--- src/rtl/sram_sp_be_arbiter.sv ---
// Two-requester round-robin arbiter and command sequencer for a single-port bit-enable SRAM.
// Read returns are steered back to their issuer through a small owner-tag FIFO.
module sram_sp_be_arbiter #(
  parameter int SIZE     = 32,
  parameter int SIZE_COL = 8,
  parameter int DATA_WD  = 32,
  parameter int SIZE_WD  = $clog2(SIZE),
  parameter int COL_NUM  = DATA_WD / SIZE_COL
) (
  input  logic               clk,
  input  logic               rstn,
  input  logic               a_req_val_i,
  output logic               a_req_rdy_o,
  input  logic               a_req_wr_i,
  input  logic [SIZE_WD-1:0] a_req_adr_i,
  input  logic [COL_NUM-1:0] a_req_msk_i,
  input  logic [DATA_WD-1:0] a_req_dat_i,
  output logic               a_rsp_val_o,
  output logic [DATA_WD-1:0] a_rsp_dat_o,
  input  logic               b_req_val_i,
  output logic               b_req_rdy_o,
  input  logic               b_req_wr_i,
  input  logic [SIZE_WD-1:0] b_req_adr_i,
  input  logic [COL_NUM-1:0] b_req_msk_i,
  input  logic [DATA_WD-1:0] b_req_dat_i,
  output logic               b_rsp_val_o,
  output logic [DATA_WD-1:0] b_rsp_dat_o,
  output logic [SIZE_WD-1:0] sram_adr_o,
  output logic [COL_NUM-1:0] sram_wr_val_o,
  output logic [DATA_WD-1:0] sram_wr_dat_o,
  output logic               sram_rd_val_o,
  input  logic               sram_rd_val_i,
  input  logic [DATA_WD-1:0] sram_rd_dat_i,
  output logic               busy_o
);

  logic               last_b;
  logic               grant_a;
  logic               grant_b;
  logic               accept;
  logic               sel_wr;
  logic [SIZE_WD-1:0] sel_adr;
  logic [COL_NUM-1:0] sel_msk;
  logic [DATA_WD-1:0] sel_dat;

  logic [3:0]         tag_mem;
  logic [1:0]         wr_ptr;
  logic [1:0]         rd_ptr;
  logic [2:0]         count;
  logic               push;
  logic               pop;
  logic               head;

  // Grants are masked by reset so every output reads 0 while rstn is low.
  assign grant_a = rstn & a_req_val_i & (~b_req_val_i | last_b);
  assign grant_b = rstn & b_req_val_i & (~a_req_val_i | ~last_b);
  assign accept  = grant_a | grant_b;

  assign a_req_rdy_o = grant_a;
  assign b_req_rdy_o = grant_b;

  always_comb begin
    sel_wr  = a_req_wr_i;
    sel_adr = a_req_adr_i;
    sel_msk = a_req_msk_i;
    sel_dat = a_req_dat_i;
    if (grant_b) begin
      sel_wr  = b_req_wr_i;
      sel_adr = b_req_adr_i;
      sel_msk = b_req_msk_i;
      sel_dat = b_req_dat_i;
    end
  end

  always_ff @(posedge clk or negedge rstn) begin
    if (!rstn) begin
      last_b <= 1'b1;
    end else if (accept) begin
      last_b <= grant_b;
    end
  end

  always_ff @(posedge clk or negedge rstn) begin
    if (!rstn) begin
      sram_adr_o    <= '0;
      sram_wr_val_o <= '0;
      sram_wr_dat_o <= '0;
      sram_rd_val_o <= 1'b0;
    end else if (accept) begin
      sram_adr_o <= sel_adr;
      if (sel_wr) begin
        sram_wr_val_o <= sel_msk;
        sram_wr_dat_o <= sel_dat;
        sram_rd_val_o <= 1'b0;
      end else begin
        sram_wr_val_o <= '0;
        sram_rd_val_o <= 1'b1;
      end
    end else begin
      sram_wr_val_o <= '0;
      sram_rd_val_o <= 1'b0;
    end
  end

  // Owner tags: 0 = A, 1 = B, one per outstanding read, oldest at rd_ptr.
  assign push   = accept & ~sel_wr;
  assign pop    = sram_rd_val_i & (count != 3'd0);
  assign head   = tag_mem[rd_ptr];
  assign busy_o = (count != 3'd0);

  always_ff @(posedge clk or negedge rstn) begin
    if (!rstn) begin
      tag_mem <= '0;
      wr_ptr  <= '0;
      rd_ptr  <= '0;
      count   <= '0;
    end else begin
      if (push) begin
        tag_mem[wr_ptr] <= grant_b;
        wr_ptr          <= wr_ptr + 2'd1;
      end
      if (pop) begin
        rd_ptr <= rd_ptr + 2'd1;
      end
      count <= count + 3'(push) - 3'(pop);
    end
  end

  always_ff @(posedge clk or negedge rstn) begin
    if (!rstn) begin
      a_rsp_val_o <= 1'b0;
      b_rsp_val_o <= 1'b0;
      a_rsp_dat_o <= '0;
      b_rsp_dat_o <= '0;
    end else begin
      a_rsp_val_o <= pop & ~head;
      b_rsp_val_o <= pop & head;
      if (pop && !head) a_rsp_dat_o <= sram_rd_dat_i;
      if (pop && head)  b_rsp_dat_o <= sram_rd_dat_i;
    end
  end

`ifndef SYNTHESIS
  always @(posedge clk) begin
    if (rstn) begin
      if (sram_rd_val_i && count == 3'd0)
        $display("sram_sp_be_arbiter: read return with empty tag FIFO at %0t", $time);
      if (push && !pop && count == 3'd4)
        $display("sram_sp_be_arbiter: tag FIFO push while full at %0t", $time);
    end
  end
`endif

endmodule

--- config.mk ---
export PLATFORM = sky130hd
export DESIGN_NAME = sram_sp_be_arbiter
export DESIGN_NICKNAME = d
export VERILOG_FILES = /design/src/rtl/sram_sp_be_arbiter.sv
export SDC_FILE = /design/constraint.sdc
export NUM_CORES = 1
export LEC_CHECK = 0
export CAP_MARGIN = 10
export CORE_UTILIZATION = 45
export CTS_CLUSTER_DIAMETER = 50
export DETAILED_ROUTE_END_ITERATION = 7
export GPL_TIMING_DRIVEN = 0
export PLACE_DENSITY = 0.89
export SETUP_SLACK_MARGIN = 0.2
export SYNTH_ARGS = -nofsm -noshare
export SYNTH_HDL_FRONTEND = slang
export SYNTH_SLANG_ARGS = --single-unit
--- constraint.sdc ---
create_clock -name clk -period 5.7 [get_ports clk]
set_clock_uncertainty 0.05 [all_clocks]
set_input_delay 0.57 -clock clk [delete_from_list [all_inputs] [get_ports clk]]
set_output_delay 0.57 -clock clk [all_outputs]
set_load 0.1 [all_outputs]
==> impl_metrics.ini, run 1 <==
[yosys]
synth_ff_type = dfrtp_1
syn-num-nets = 537
synth_edf_count = 0
yosysTopAreaCell = dfrtp_1
syn-cell-area_um2 = 5090
ys_async_sr_fraction_pct = 100
ys_seq_area_share_pct = 59.0
synth_commonest_cells = dfrtp_1 (119), nand2_1 (79), a31oi_1 (33), nor2_1 (33), mux2_2 (30)
yosys_warnings = 0
ys_ff_latch = 120
synth.avg_cell_area_um2 = 12.5
syn_inst = 409
synthDistinctLibCells = 30
synth_top_area_share_pct = 58.5
synthTopCellsByArea = dfrtp_1 (58%), mux2_4 (8.5%), mux2_2 (6.6%)
synth_most_common_cell = dfrtp_1

[setup_path]
critical_path.max_fanout = 51
crit_slowest_cell = clkdlybuf4s50_1
path_class = in2out
crit_path_cell_trace = buf_6, buf_2, nand3_1, inv_1, clkbuf_1, clkdlybuf4s50_1
cp.arrival_ns = 3.42
r2r-end = count[2]
start_kind = input pin
cp_data_required_time_ns = 5.08
reg2reg_from = last_b
critPathCaptureType = primary output
rrSetupSlack_ns = 3.13
worst_path_largest_cell_delay_ns = 1.21
reg2reg_depth = 9

[timing]
report.final.slew_viol_count = 0
fmax_mhz = 247
tns_ns = 0
fin_crit_ns = 4.04
finalSetupViolations = 0
relSlewSlack_pct = 28.0
rsz0062_at_grt = no
finalCritPeriodShare_pct = 70.9
tightest_slew_ns = 1.08
hold_violations = 0
setup_slack_ns = 1.66

[layout]
fin_nets = 788
antenna_cells = 0
area_growth_pct = 60.2
multi_input_area_um2 = 1910
register_area_um2 = 3000
fillers = 701
fin_util_pct = 74.6
drive_gt1_share_pct = 17.1

[global_routing]
overflow = 0
grt_pass1_wl_um = 23100
antenna_found_initial = 0
track_usage_pct = 26.2
grt_use_met2_pct = 46.8
busiest_layer = met2
gr-usage-met3_pct = 8.44
grt_max_degree = 74
grt_pass1_vias = 4511
met1_usage_pct = 28.6

[placement]
io_buffers = 231
place.gp.congestion = 0.787
dpl.hpwl_um = 11000
place_ws_ns = 1.59

[detailed_routing]
via_count = 4168
antenna_left = 0
avgRoutedWirePerCell_um = 18.1
via_per_inst = 5.13
wirelength_um = 14700
drcViolationCount = 0
drt-initial-drc-count = 213
dr.pass1.iters = 6

[job]
max-cap-violations = 0

[cts]
clk_latency_ns = 0.40
postCtsSetupBuffers = 0
ctsResizeCount = 0
cts_max_level = 4
hold_buffers = 0
cts_tree = done
path_clk_slew_ns = 0.05
clockRootBuffer = clkbuf_16
cts_made_buffers = 17
clk_path_buf_depth = 2
clkSinkCount = 120

[floorplanning]
core-area_um2 = 10900
dieArea_um2 = 11700
rows = 38
ios = 232
die_y_um = 108
die_x_um = 108
start_util_pct = 46.6

[status]
status = finished, final reports clean

[worst_hold_path]
hp-class = in2async
state kept, by name, indices dropped and copies added (netlist names), 2 cells and up:
| signal | flops |
|---|---|
| a_rsp_dat_o | 32 |
| b_rsp_dat_o | 32 |
| count | 3 |
| rd_ptr | 2 |
| sram_adr_o | 5 |
| sram_wr_dat_o | 32 |
| sram_wr_val_o | 4 |
| tag_mem | 4 |
| wr_ptr | 2 |
per-layer routing:
| layer | share of wire [%] | vias to the layer above | routed length, µm |
|---|---|---|---|
| li1 | - | 1898 | - |
| met1 | 37 | 2027 | 5440 |
| met2 | 52 | 217 | 7660 |
| met3 | 8.7 | 26 | 1270 |
| met4 | 2.1 | 0 | 309 |
| met5 | 0 | - | 0 |
critical path: cells and delay by family:
family,cells,cell delay (ns)
buffers and inverters,5,2.52
and+or+nand+nor,1,0.30
per-stage QoR:
| step | cell area [µm²] | cells | hold slack, ns |
|---|---|---|---|
| after floorplan | 5090 | 409 | 0.224 |
| after global placement | 7580 | 780 | 0.420 |
| after detailed placement | 7610 | 781 | 0.430 |
| after CTS | 8160 | 813 | 0.0559 |
| after global routing | 8160 | 813 | 0.0764 |
| final | 8160 | 813 | 0.0509 |
placed cells by master (no fill, tap or decap), types with 2 or more instances in the layout:
master,netlist,routed
buf_4,3,3
inv_1,10,10
clkinvlp_4,0,4
o32ai_2,2,2
mux2_1,10,10
o221a_2,5,5
mux2_4,29,29
a31oi_1,33,33
clkdlybuf4s50_1,0,230
nand2b_1,5,5
clkbuf_16,0,17
xnor2_1,4,4
buf_6,5,6
nand2_1,79,79
clkbuf_1,13,15
nor2_1,33,33
buf_2,3,3
ha_1,6,6
a21boi_0,4,4
clkinv_2,0,5
nand3_1,5,5
mux2_2,30,30
dfrtp_1,119,119
final cells by class:
class / count / share of cell area (%)
plain buffers: 24 / 1.75
clock buffers: 20 / 5.47
clock inverters: 12 / 1.26
inverters: 10 / 0.460
multi-input cells: 255 / 23.4
flip-flops and latches: 120 / 36.8
well taps: 140 / 2.15
repair buffers: 232 / 28.7
worst max-delay path by stage:
stage                     start  cells past startpoint  slack (ns)          end
after CTS                  rstn                      6        1.58  b_req_rdy_o
after floorplan            rstn                      4        3.03  b_req_rdy_o
after global routing       rstn                      6        1.41  b_req_rdy_o
after detailed placement   rstn                      6        1.59  b_req_rdy_o
after global placement     rstn                      6       -2.70  b_req_rdy_o
final                      rstn                      6        1.66  b_req_rdy_o
cell families (layout without fill, tap and decap cells):
logic type | after synthesis | count (layout) | share of synthesized area (%)
flops | 120 | 120 | 59.0
mux | 70 | 70 | 17.8
fa+ha+maj | 7 | 7 | 1.87
simple gates | 126 | 126 | 10.1
compound gates | 47 | 47 | 6.78
buf+inv | 34 | 298 | 3.54
xor+xnor | 5 | 5 | 0.860
Power of run 1 is left out: the tool's default activity adds up to more than one toggle a clock period on the data nets, which glitch-free logic cannot reach.
==> run 2, diff against run 1 <==
--- a/config.mk
+++ b/config.mk
@@ -6,11 +6,11 @@
 export NUM_CORES = 1
 export LEC_CHECK = 0
 export CAP_MARGIN = 10
-export CORE_UTILIZATION = 45
+export CORE_UTILIZATION = 38
 export CTS_CLUSTER_DIAMETER = 50
 export DETAILED_ROUTE_END_ITERATION = 7
 export GPL_TIMING_DRIVEN = 0
-export PLACE_DENSITY = 0.89
+export PLACE_DENSITY = 0.8
 export SETUP_SLACK_MARGIN = 0.2
 export SYNTH_ARGS = -nofsm -noshare
 export SYNTH_HDL_FRONTEND = slang
==> constraint.sdc (replaced) <==
create_clock -name clk -period 3.6 [get_ports clk]
set_clock_uncertainty 0.05 [all_clocks]
set_input_delay 0.36 -clock clk [delete_from_list [all_inputs] [get_ports clk]]
set_output_delay 0.36 -clock clk [all_outputs]
set_load 0.1 [all_outputs]
==> run 2 against run 1 <==
Net effect:
- via count decreased by 0.91%
- highest routed layer unchanged
- cell count is 4.1% higher
- sequential cell count did not move
- register-to-register slack lost 2.1 ns
- core utilization decreased by 9.9 points
==> impl_metrics.ini, run 2 (same netlist as run 1, synthesis figures left out) <==
[layout]
final_cells = 846
drive_gt1_share_pct = 16.8
antenna_cells = 0
area_growth_pct = 63.0
layout_commonest_cell = clkdlybuf4s50_1
largestRegisters = a_rsp_dat_o x32, b_rsp_dat_o x32, sram_wr_dat_o x32
fin_nets = 790
postLayoutCellArea_um2 = 8300
fillers = 979
final_cell_mix = clkdlybuf4s50_1 (229), dfrtp_1 (119), nand2_1 (79), nor2_1 (33), a31oi_1 (33)

[global_routing]
overflow = 0
grt_pass1_wl_um = 22500
met1_usage_pct = 25.4
antenna_found_initial = 0
grt_use_met2_pct = 34.6
gr-usage-met3_pct = 7.17
grt_max_degree = 86
track_usage_pct = 21.2
busiest_layer = met2
grt_pass1_vias = 4316

[setup_path]
crit_path_cell_trace = clkdlybuf4s50_1, nand2_1, nand3_1, inv_1, clkbuf_1, dlygate4sd2_1
critPathBufInv = 4
crit_slowest_cell = dlygate4sd2_1
cp_top_family = buffers and inverters
cp_data_required_time_ns = 3.19
worst_path_largest_cell_delay_ns = 0.91
critPathCaptureType = primary output
critical_path.max_fanout = 10
start_kind = input pin
cp.arrival_ns = 2.79
path_class = in2out

[timing]
fmax_mhz = 312
tns_ns = 0
tightest_slew_ns = 1.04
fin_crit_ns = 3.20
hold_violations = 0
finalSetupViolations = 0
rsz0062_at_grt = no
report.final.slew_viol_count = 0
relSlewSlack_pct = 30.7
finalCritPeriodShare_pct = 88.9

[detailed_routing]
via_per_inst = 4.88
avgRoutedWirePerCell_um = 16.6
dr.pass1.iters = 4
drcViolationCount = 0
wirelength_um = 14000
drt-initial-drc-count = 245
antenna_left = 0
via_count = 4130

[floorplanning]
die_x_um = 118
die_y_um = 118
dieArea_um2 = 13900
rows = 41
core-area_um2 = 12800
start_util_pct = 39.7
ios = 232

[worst_hold_path]
hp-class = in2reg

[placement]
dpl_cell_area_um2 = 7650
dpl.hpwl_um = 10500
place_inst = 813
io_buffers = 231
place.gp.congestion = 0.856

[cts]
clk_path_buf_depth = 2
clockRootBuffer = clkbuf_16
cts_made_buffers = 17
cts_tree = done
clk_latency_ns = 0.40
clkSinkCount = 120
postCtsSetupBuffers = 0
cts_max_level = 4
path_clk_slew_ns = 0.05

[job]
max-cap-violations = 0

[status]
status = finished, final reports clean
## run 2: path summary, 6_finish.rpt
path                             start                to  slack [ns]  cells past startpoint
max                        a_req_val_i       b_req_rdy_o        0.40                      6
min                               rstn            last_b        0.30                      3
max reg2reg                     last_b          count[2]        1.01                      9
min reg2reg                  rd_ptr[1]         rd_ptr[1]        0.44                      1
max in group asynchronous         rstn  sram_wr_dat_o[4]        2.39                      3
min in group asynchronous         rstn            last_b        0.68                      2
## run 2: stage by stage
| stage | util [%] | hold slack [ns] | worst slack, ns |
|---|---|---|---|
| after global placement | 59.4 | 0.417 | -4.42 |
| after detailed placement | 59.6 | 0.238 | -0.0212 |
| after global routing | 64.7 | 0.323 | 0.202 |
| after CTS | 64.7 | 0.276 | 0.351 |
| final | 64.7 | 0.296 | 0.399 |
| after floorplan | - | 0.0144 | 1.11 |
## run 2: routing by layer
metal / wire length [µm] / vias up / part of all wire, %
met5: 0 / - / 0
met4: 341 / 0 / 2.4
met3: 1170 / 23 / 8.3
met2: 6690 / 217 / 48
met1: 5850 / 1990 / 42
li1: - / 1900 / -
## run 2: area by class of cell
class,count,area [µm²],area share (%)
Clock inverter,7,141,1.70
Timing Repair Buffer,234,2370,28.5
Tap cell,172,215,2.59
Clock buffer,24,482,5.80
Buffer,24,143,1.72
Multi-Input combinational cell,255,1910,23.0
Sequential cell,120,3000,36.2
Inverter,10,37.5,0.452
## run 2: tightest hold or removal path, stage by stage
cell     delay [ns]
buf_6          0.09
buf_2          0.19
a31oi_1        0.10
## run 2: timing repair
item	in CTS	in global routing
hold buffers	2	0
endpoints found under the hold margin	34	0
setup endpoints to repair	1	0
resized for setup	1	0
Power of run 2 is left out for the same reason.
